===== config.mk =====
export PLATFORM = sky130hd
export DESIGN_NAME = fifo_stream_reader
export DESIGN_NICKNAME = d
export VERILOG_FILES = /design/src/rtl/fifo_stream_reader.sv
export SDC_FILE = /design/constraint.sdc
export NUM_CORES = 1
export LEC_CHECK = 0
export BUFFER_PORTS_ARGS = -buffer_cell sky130_fd_sc_hd__buf_2
export CORE_ASPECT_RATIO = 1.25
export CORE_UTILIZATION = 50
export DETAILED_ROUTE_END_ITERATION = 7
export PLACE_DENSITY = 0.85
export SETUP_SLACK_MARGIN = 0.5
export SKIP_CTS_REPAIR_TIMING = 1
export SLEW_MARGIN = 5
export SYNTH_ARGS = -nofsm -noshare
export SYNTH_HDL_FRONTEND = slang
export SYNTH_SLANG_ARGS = --single-unit

===== constraint.sdc =====
create_clock -name clk -period 2.1 [get_ports clk]
set_clock_uncertainty 0.1 [all_clocks]
set_input_delay 0.21 -clock clk [delete_from_list [all_inputs] [get_ports clk]]
set_output_delay 0.21 -clock clk [all_outputs]
set_load 0.05 [all_outputs]

===== src/rtl/fifo_stream_reader.sv =====
// Read-side adapter: drains a fixed-latency sync FIFO into a first-word-fall-through
// valid/ready stream through a credit-managed skid buffer.
module fifo_stream_reader #(
  parameter int DATA_W = 8,
  parameter int RD_LAT = 1,
  localparam int BUF_DEPTH = RD_LAT + 2,
  localparam int CNT_W = $clog2(BUF_DEPTH + 2)
) (
  input  logic              clk,
  input  logic              rst,
  input  logic              clr,
  output logic              fifo_rd_en,
  input  logic [DATA_W-1:0] fifo_rd_data,
  input  logic              fifo_empty,
  output logic [DATA_W-1:0] out_data,
  output logic              out_valid,
  input  logic              out_ready,
  output logic [CNT_W-1:0]  buf_level
);
  localparam int PTR_W = $clog2(BUF_DEPTH);

  logic [DATA_W-1:0] mem [BUF_DEPTH];
  logic [PTR_W-1:0]  wr_ptr;
  logic [PTR_W-1:0]  rd_ptr;
  logic [CNT_W-1:0]  occ;
  logic [CNT_W-1:0]  inflight;
  logic [RD_LAT-1:0] pipe;
  logic              ret;
  logic              take;

  function automatic logic [PTR_W-1:0] bump(input logic [PTR_W-1:0] p);
    return (p == PTR_W'(BUF_DEPTH - 1)) ? '0 : p + PTR_W'(1);
  endfunction

  always_comb begin
    inflight = '0;
    for (int i = 0; i < RD_LAT; i++) inflight = inflight + CNT_W'(pipe[i]);
  end

  assign ret       = pipe[RD_LAT-1];
  assign take      = out_valid && out_ready;
  assign out_valid = (occ != '0);
  assign out_data  = mem[rd_ptr];
  assign buf_level = occ;

  // Credits count only registered state, so out_ready never reaches fifo_rd_en.
  assign fifo_rd_en = !rst && !clr && !fifo_empty &&
                      ((occ + inflight) < CNT_W'(BUF_DEPTH));

  always_ff @(posedge clk or posedge rst) begin
    if (rst) begin
      wr_ptr <= '0;
      rd_ptr <= '0;
      occ    <= '0;
      pipe   <= '0;
      for (int i = 0; i < BUF_DEPTH; i++) mem[i] <= '0;
    end else if (clr) begin
      wr_ptr <= '0;
      rd_ptr <= '0;
      occ    <= '0;
      pipe   <= '0;
    end else begin
      pipe <= (pipe << 1) | RD_LAT'(fifo_rd_en);
      if (ret) begin
        mem[wr_ptr] <= fifo_rd_data;
        wr_ptr      <= bump(wr_ptr);
      end
      if (take) rd_ptr <= bump(rd_ptr);
      if (ret && !take)      occ <= occ + CNT_W'(1);
      else if (!ret && take) occ <= occ - CNT_W'(1);
    end
  end
endmodule


## Yosys cells after proc, flatten, opt, wreduce, memory -nomap -nowiden

Cells that the tools add are included.

- Register bits: 32
- Input port bits: 13
- Output and inout bits: 13
- Word-level logic and storage cells: 54

- Add/sub/neg operators: 5
- $lt $le $gt $ge: 4
- Equality and inequality tests: 2
- Muxes and demuxes: 16
- Bitwise gates (word level): 3
- Reductions and logical operators: 17

Operators with widths:

| cell | number |
|---|---|
| $bwmux 24 | 1 |
| $mux 8 | 3 |
| $bmux 8 s2 | 1 |
| $demux 8 s2 | 1 |
| $mux 2 | 6 |
| $mux 3 | 3 |
| $logic_and 1x1->1 | 7 |
| $ge 3x3->1 const B | 2 |
| $not 2->3 | 2 |
| $reduce_bool 3->1 | 2 |
| $logic_not 1->1 | 5 |
| $add 2x1->2 const B | 2 |
| $eq 2x2->1 const B | 2 |
| $reduce_bool 2->1 | 2 |
| $add 3x1->3 | 1 |
| $add 3x1->3 const B | 1 |
| $lt 3x1->1 const B | 1 |
| $lt 3x2->1 const B | 1 |
| $sub 3x1->3 const B | 1 |
| $reduce_and 2->1 | 1 |
| $mux 1 | 1 |
| $not 1->1 | 1 |

## Depth between registers and ports, before layout

- Word-level depth: 6
- Mapped depth: 6
- Depth with buffers taken out: 6

## Least setup slack after synthesis

OpenSTA, ideal clock, no wires.

- Path kind: reg2out
- Start point: reg occ[0], in the netlist buf_level[0]
- End point: out fifo_rd_en
- Arrival time: 2519 ps
- Required time: 1790 ps
- Slack: -729 ps
- Stages on the path, launching flop included: 5
- Buffers on the path: 0
- Cells stage by stage: dfrtp_1 ha_1 ha_1 a211o_1 nor3_1

- Word-level cells in the longest chain between the ends: 3

RTL lines:

| element | RTL line | RTL |
|---|---|---|
| from (decl) | 25 | `logic [CNT_W-1:0] occ;` |
| from (signal assigned) | 69 | `if (ret && !take) occ <= occ + CNT_W'(1);` |
| from (signal assigned) | 70 | `else if (!ret && take) occ <= occ - CNT_W'(1);` |
| $add 3x1->3 | 48 | `((occ + inflight) < CNT_W'(BUF_DEPTH));` |
| $lt 3x2->1 | 48 |  |
| $logic_and 1x1->1 | 47 | `assign fifo_rd_en = !rst && !clr && !fifo_empty &&` |
| to (decl) | 12 | `output logic fifo_rd_en,` |

Every way passes these cells.

## Worst setup path in the final report

Ends and elaborated chain as after synthesis.

==> reports/summary.txt <==
RD Place Congestion = 0.738
Initial Util = 0.534
largest net degree at the start of global routing = 33
Post-synth EDFFs = 0
die height = 65.3 um
FILL cells = 162
achievable clock frequency = 478 MHz
area of the core = 3000 um^2
Setup-failing EPs final = 0
vias = 1206
final period utilization = 0.995
Synth cell types = 29
CP endpoint = fifo_rd_en
I/O pin cnt = 26
Final min period = 2.09 ns
Crit. Startpoint = buf_level[0]
Reg2Reg Launch Point = buf_level[0]
Crit Path Class = reg -> out
gr ovfl total = 0
H-tree levels = 2
max cap viols = 0
most frequent cell after synthesis = dfrtp_1
R2R cell count = 7
final count of hold timing violations = 0
ys async rst share = 1.00
worst r2r dst = buf_level[2]
CP Max Fanout = 5
Setup crit start kind = flop
first-pass GRT wire length = 5190 um
Synth Instances = 128
RSZ-0062 raised after global routing = true
VDD IR max = 1.30 mV
#FFs+latches synth = 32
r2r setup slk = 0.11 ns
Yosys top cell by area = dfrtp_1
# nets final = 193
1st-iter DRT viols = 19
Synth top area share = 0.500
vias per inst = 5.64
PwrDens = 1370 nW/um^2
fin util = 0.800
Finished Layout Cells = 214
dpl cells = 191
area delta synth->final = 49.7%
CTS max path bufs = 2
CTS tree = done
Arrival @ worst endpoint = 1.78 ns
actual slew at the worst max-slew pin = 0.407 ns
worst hold path type = in -> reg
top cells by count, synth = dfrtp_1, mux2_2, mux2i_1, nand2_1
number of global-route vias before repair = 1197
Mean Syn Cell Area = 12.5 um^2
initial antenna violation count = 0
I/O Buffers = 25
ys flop type = dfrtp_1
DR DRC count = 0
clock latency at the later pin of the worst-skew pair = 0.34 ns
CTS root buffer = clkbuf_4
register area share after synthesis = 0.500
status = completed
leakage power = 1.10 nW
die area = 3440 um^2
syn_nets = 144
slew margin rel. = 0.729
antenna-violating nets left = 0
# rows = 22
first drt pass iteration count = 4
ranking of synthesized cells by area = dfrtp_1, mux2_2, mux2i_1
clk sinks = 32
CTS buffer count = 5
mapped cell area = 1600 um^2
Final Max Slew Viols = 0
Worst Setup End Kind = primary output
Worst EP required = 1.79 ns
per-cell routed wire length = 19.9 um
DRT Wirelength = 4260 um
detailed-placement wirelength estimate = 2230 um
Total GRT Usage = 0.213
Die Width = 52.6 um
share of cells above drive strength 1 = 0.674
Yosys Warn Count = 0
clock slew at reported path FFs = 0.12 ns
diodes inserted = 0
## kinds of logic after synthesis
| kind of cell | Yosys count | synth area share |
|---|---|---|
| fa+ha+maj | 3 | 0.0281 |
| buf+inv | 8 | 0.0242 |
| compound gates | 11 | 0.0468 |
| xor+xnor | 2 | 0.0109 |
| flops | 32 | 0.500 |
| mux | 37 | 0.252 |
| simple gates | 35 | 0.138 |
## critical path, stage by stage, from the launching register on
cell and delay [ns]:
dfrtp_2 0.46, ha_4 0.18, ha_4 0.20, a211o_1 0.30, nor3_4 0.13, buf_6 0.18
## state kept, by name, summed over array words and instances, names as in the netlist
| register | count |
|---|---|
| mem | 24 |
| buf_level | 3 |
| rd_ptr | 2 |
| wr_ptr | 2 |
| pipe | 1 |
## layer usage
| layer | GRT usage | wire length, um | vias up |
|---|---|---|---|
| li1 | - | - | 551 |
| met1 | 0.247 | 1690 | 614 |
| met2 | 0.367 | 2420 | 39 |
| met3 | 0.0532 | 135 | 2 |
| met4 | 0.0822 | 16 | 0 |
| met5 | 0 | 0 | - |
## layout make-up
cell class | count | area, um^2 | area share
inverter | 3 | 11.3 | 0.00469
clock buffer | 7 | 65.1 | 0.0271
timing repair buffer | 47 | 417 | 0.174
sequential | 32 | 807 | 0.336
tap | 36 | 45.0 | 0.0188
multi-input combinational | 88 | 1020 | 0.427
clock inverter | 1 | 30.0 | 0.0125
## metrics by stage
| step | power [W] | worst slack [ns] | TNS (ns) | area (um^2) | hold WS, ns |
|---|---|---|---|---|---|
| final | 0.00329 | 0.00969 | 0 | 2400 | 0.0184 |
| after global routing | 0.00341 | -0.0381 | -0.0381 | 2400 | 0.0123 |
| after CTS | 0.00274 | -0.115 | -0.115 | 1970 | -0.129 |
| after detailed placement | 0.00221 | 0.231 | 0 | 1880 | 0.234 |
| after global placement | 0.00216 | 0.278 | 0 | 1880 | 0.220 |
| after floorplan | 0.00192 | 0.0581 | 0 | 1680 | 0.226 |
## worst min-delay path by stage
stage                                from  endpoint  slack (ns)  depth (start not counted)
after CTS                             rst    mem[0]       -0.13                          3
after global routing      fifo_rd_data[1]    mem[9]        0.01                          2
final                     fifo_rd_data[1]   mem[17]        0.02                          2
after global placement                rst      pipe        0.22                          3
after detailed placement              rst      pipe        0.23                          3
after floorplan                       rst    mem[0]        0.23                          1
## cells in the final DEF (no fill, tap or decap), types with 5 or more instances in the layout
master	instances
dfrtp_1	27
mux2_4	25
buf_6	15
buf_2	15
buf_4	11
nor2_1	8
o21ai_2	8
nand2_1	5
mux2i_1	5
dfrtp_2	5
clkbuf_4	5
## where the power goes
part / total (W) / switching, W / internal (W)
logic: 0.00180 / 0.000995 / 0.000808
registers: 0.000939 / 0.000165 / 0.000774
clock network: 0.000543 / 0.000227 / 0.000316
Power figures use the tool's default switching activity.
